**src/rtl/if_fetch_ctrl.sv**
```systemverilog
// Instruction-fetch sequencer: owns the PC, drives a req/addr_ok/data_ok
// instruction bus, applies jump/branch redirects and holds the fetched word for ID.
module if_fetch_ctrl #(
   parameter logic [31:0] RESET_PC   = 32'hBFC0_0000,
   parameter logic [31:0] FETCH_STEP = 32'd4
) (
   input  logic        clk,
   input  logic        rst,
   input  logic        stall,
   input  logic        branch,
   input  logic        jump,
   input  logic [31:0] branch_addr,
   input  logic [31:0] jump_addr,
   output logic        inst_req,
   output logic [31:0] inst_addr,
   input  logic        inst_addr_ok,
   input  logic        inst_data_ok,
   input  logic [31:0] inst_rdata,
   output logic        if_valid,
   output logic [31:0] if_pc,
   output logic [31:0] if_inst
);

   typedef enum logic [1:0] {
      S_IDLE = 2'd0,
      S_REQ  = 2'd1,
      S_WAIT = 2'd2,
      S_OUT  = 2'd3
   } state_t;

   state_t      state_q, state_d;
   logic [31:0] pc_q, pc_d;
   logic [31:0] tgt_q, tgt_d;
   logic        discard_q, discard_d;
   logic        if_valid_q, if_valid_d;
   logic [31:0] if_pc_q, if_pc_d;
   logic [31:0] if_inst_q, if_inst_d;

   logic        redirect;
   logic [31:0] target;

   assign redirect = jump | branch;
   assign target   = jump ? jump_addr : branch_addr;

   // Bus outputs depend only on registered state, never on bus inputs.
   assign inst_req  = (state_q == S_REQ);
   assign inst_addr = pc_q;
   assign if_valid  = if_valid_q;
   assign if_pc     = if_pc_q;
   assign if_inst   = if_inst_q;

   always_comb begin
      // NOTE: every next-state signal gets its hold value first so no path infers a latch.
      state_d    = state_q;
      pc_d       = pc_q;
      tgt_d      = tgt_q;
      discard_d  = discard_q;
      if_valid_d = if_valid_q;
      if_pc_d    = if_pc_q;
      if_inst_d  = if_inst_q;

      unique case (state_q)
         S_IDLE: begin
            state_d = S_REQ;
            if (redirect) pc_d = target;
         end

         S_REQ: begin
            // The address stays put while requesting; the redirect is remembered instead.
            if (redirect) begin
               discard_d = 1'b1;
               tgt_d     = target;
            end
            if (inst_addr_ok) state_d = S_WAIT;
         end

         S_WAIT: begin
            if (inst_data_ok) begin
               if (discard_q || redirect) begin
                  pc_d      = redirect ? target : tgt_q;
                  discard_d = 1'b0;
                  state_d   = S_REQ;
               end else begin
                  if_valid_d = 1'b1;
                  if_pc_d    = pc_q;
                  if_inst_d  = inst_rdata;
                  pc_d       = pc_q + FETCH_STEP;
                  state_d    = S_OUT;
               end
            end else if (redirect) begin
               discard_d = 1'b1;
               tgt_d     = target;
            end
         end

         S_OUT: begin
            if (redirect) begin
               if_valid_d = 1'b0;
               pc_d       = target;
               state_d    = S_REQ;
            end else if (!stall) begin
               if_valid_d = 1'b0;
               state_d    = S_REQ;
            end
         end

         default: state_d = S_IDLE;
      endcase
   end

   // NOTE: sequential state uses non-blocking assignments so all registers update together.
   always_ff @(posedge clk or negedge rst) begin
      if (!rst) begin
         state_q    <= S_IDLE;
         pc_q       <= RESET_PC;
         tgt_q      <= '0;
         discard_q  <= 1'b0;
         if_valid_q <= 1'b0;
         if_pc_q    <= '0;
         if_inst_q  <= '0;
      end else begin
         state_q    <= state_d;
         pc_q       <= pc_d;
         tgt_q      <= tgt_d;
         discard_q  <= discard_d;
         if_valid_q <= if_valid_d;
         if_pc_q    <= if_pc_d;
         if_inst_q  <= if_inst_d;
      end
   end

endmodule
```
**config.mk**
```make
export PLATFORM = sky130hd
export DESIGN_NAME = if_fetch_ctrl
export DESIGN_NICKNAME = d
export VERILOG_FILES = /design/src/rtl/if_fetch_ctrl.sv
export SDC_FILE = /design/constraint.sdc
export NUM_CORES = 1
export LEC_CHECK = 0
export ABC_AREA = 1
export ABC_CLOCK_PERIOD_IN_PS = 3400
export CAP_MARGIN = 20
export CORE_ASPECT_RATIO = 1.4
export CORE_MARGIN = 4
export CORE_UTILIZATION = 52
export DETAILED_ROUTE_END_ITERATION = 8
export GPL_TIMING_DRIVEN = 0
export HOLD_SLACK_MARGIN = 0.03
export PLACE_DENSITY = 0.94
export SLEW_MARGIN = 20
export SYNTH_ARGS = -nofsm -noshare
export SYNTH_HDL_FRONTEND = slang
export SYNTH_SLANG_ARGS = --single-unit
```
**constraint.sdc**
```tcl
create_clock -name clk -period 3.4 [get_ports clk]
set_clock_uncertainty 0.05 [all_clocks]
set_input_delay 0.51 -clock clk [delete_from_list [all_inputs] [get_ports clk]]
set_output_delay 0.51 -clock clk [all_outputs]
set_load 0.03 [all_outputs]
```
==> results.cfg <==
[logic_synthesis]
synthFlopType = dfrtp_1
synth_warnings = 0
synth-edff-count = 0
synth_nets = 984
syn_area_um2 = 7040
yosysSeqAreaShare = 0.471
ys_ff_latch = 132
synthArstFlopShare = 1.00
postSynthAreaPerCell_um2 = 8.03
syn_inst = 877
synth.distinct_cells = 37

[final_layout]
utilization = 0.741
layout-drive-gt1-share = 0.0774
stdcell_count = 1293
fin_nets = 1205
area_growth_pct = 40.3
diodes = 0
final_common_cell = nand2_1
layout_common_cells = nand2_1, clkdlybuf4s50_1, dfrtp_1

[floorplanning]
row_count = 50
die_h_um = 146
start_util = 0.528
core_area_um2 = 13300
die_x_um = 106
die_area_um2 = 15500
ios = 201

[placed_design]
dpl.cell_count = 1260
dp_slack_ns = 0.617
gp_congestion = 0.972
io_buffers = 200
hpwlAfterDp_mm = 16.6

[drt]
viasPerCell = 5.49
ant_nets = 0
firstDrtPassIters = 5
wl_per_cell_um = 17.3
vias = 7104
drt_iter0_drc = 725
drc = 0
postRouteWirelength_mm = 22.4

[global_routing]
grt_pass1_wl_mm = 35.8
first_global_vias = 7104
track_usage = 0.291
grt_max_degree = 72
overflow = 0
antenna_found_initial = 0

[critical_path]
cp-startpoint = state_q[0]
r2r_slack_ns = 0.88
reg2reg_depth = 10
critPathCaptureType = register
crit_required_ns = 3.64
r2r-start = state_q[0]
worst-setup-path-type = reg -> reg
cp.arrival_ns = 2.77
worst_setup_path_start_kind = register
r2r-end = inst_addr[20]
worstPathMaxFanout = 10
critPathCapture = inst_addr[20]

[sta]
drv_slew = 0
worst_slew_pin_slew_ns = 0.610
hold_viol = 0
rsz0062_at_grt = no
max_clock_freq_ghz = 0.396
final-setup-viol-count = 0
relSlewSlack = 0.589
period_share = 0.742
period_minus_slack_ns = 2.52
setup_ws_ns = 0.877

[power_and_ir_drop]
netSwitchingFraction = 0.459
p_clk_frac = 0.194
pwr_density_cell_nw_per_um2 = 913
power_frac_comb = 0.499
peakVddDrop_mv = 0.469
p_sw_mw = 4.14
power.internal_mw = 4.88
p_leak_nw = 4.50
seqPwrFrac = 0.307

[cts]
cts_tree = done
cts.htree.levels = 4
numCtsBuffers = 17
clk_pin_slew_ns = 0.06
clock_latency_ns = 0.42
cts.sink_count = 132
max-clock-path-buffers = 2
cts-root-buf = clkbuf_16

[run]
maxCapViolations = 0

[hold_path]
min_path_type = reg -> reg

[outcome]
status = finished clean
## through the flow
step	area, um2	hold slack, ns	setup TNS (ns)	power [mW]
finish	9880	0.431	0	9.02
global route	9880	0.452	0	9.51
global placement	9270	0.410	-428.83	6.97
CTS	9880	0.432	0	8.94
floorplan	7040	0.164	0	5.36
detailed placement	9300	0.416	0	7.11
## how the worst min path moves through the flow
| stage | slack (ns) | startpoint | end | depth (start not counted) |
|---|---|---|---|---|
| detailed placement | 0.42 | tgt_q[10] | tgt_q[10] | 2 |
| global route | 0.45 | tgt_q[6] | tgt_q[6] | 2 |
| floorplan | 0.16 | rst | discard_q | 0 |
| global placement | 0.41 | tgt_q[2] | tgt_q[2] | 2 |
| CTS | 0.43 | tgt_q[10] | tgt_q[10] | 2 |
| finish | 0.43 | tgt_q[1] | tgt_q[1] | 2 |
## routing by layer
layer	wire (um)	track usage	up-vias	share of wire
li1	-	-	3327	-
met1	7930	0.322	3265	0.35
met2	11600	0.522	421	0.52
met3	1790	0.0604	91	0.080
met4	1060	0.146	0	0.047
met5	0	0	-	0
## kinds of logic (layout without fill, tap and decap cells)
logic type,after synthesis,count (layout),share of synthesized area
buffers and inverters,100,334,0.0579
AND/OR/NAND/NOR,421,421,0.248
XOR/XNOR,5,5,0.00622
multiplexers,47,47,0.0752
flip-flops,132,132,0.471
adder cells (fa/ha/maj),4,4,0.00711
AO/OA/AOI/OAI,168,168,0.135
## cells in the mapped netlist (all sizes together) (4+ instances only)
cell      n  area [um2]
o21a     24         180
nand2   269        1020
a21oi    40         211
clkbuf   21        78.8
inv      61         229
buf      17        96.3
nand4     5        31.3
a211oi    6        45.0
dfrtp   123        3080
nand3    42         210
nor2     84         352
a31oi     5        31.3
mux2     47         529
nand3b    5        37.5
nor3      5        25.0
or2       7        43.8
dfstp     9         236
ha        4        50.1
o21ai    87         435
## power groups by stage
stage	Clock, mW	Sequential, mW	Combinational [mW]
floorplan	0	3.38	1.98
global placement	0	2.73	4.24
detailed placement	0	2.76	4.35
global route	1.84	2.84	4.82
CTS	1.76	2.75	4.43
finish	1.75	2.77	4.50
## layout make-up
class / count / area (um2)
Multi-Input combinational cell: 645 / 3320
Clock inverter: 14 / 129
Buffer: 38 / 175
Inverter: 62 / 233
Timing Repair Buffer: 202 / 2040
Sequential cell: 132 / 3310
Tap cell: 182 / 228
Fill cell: 1005 / 3450
Clock buffer: 18 / 439
## flip-flops by register name, summed over array words and instances (netlist names)
register	count
if_inst	32
if_pc	32
inst_addr	32
tgt_q	32
state_q	2
discard_q	1
if_valid	1
## repair_timing
action / CTS / global route
gates resized for setup: 0 / 0
endpoints found under the hold margin: 36 / 0
hold buffers: 1 / 0
buffers inserted: 0 / 0
## critical path: stages, from the launching register on
cell     delay (ns)
dfrtp_1        0.38
inv_1          0.07
ha_1           0.41
inv_2          0.13
a21oi_4        0.27
nand2_2        0.22
inv_2          0.11
buf_2          0.27
nand2_1        0.09
a21oi_1        0.27
a21oi_1        0.12
Note: power is estimated with default switching activity, not from simulation.
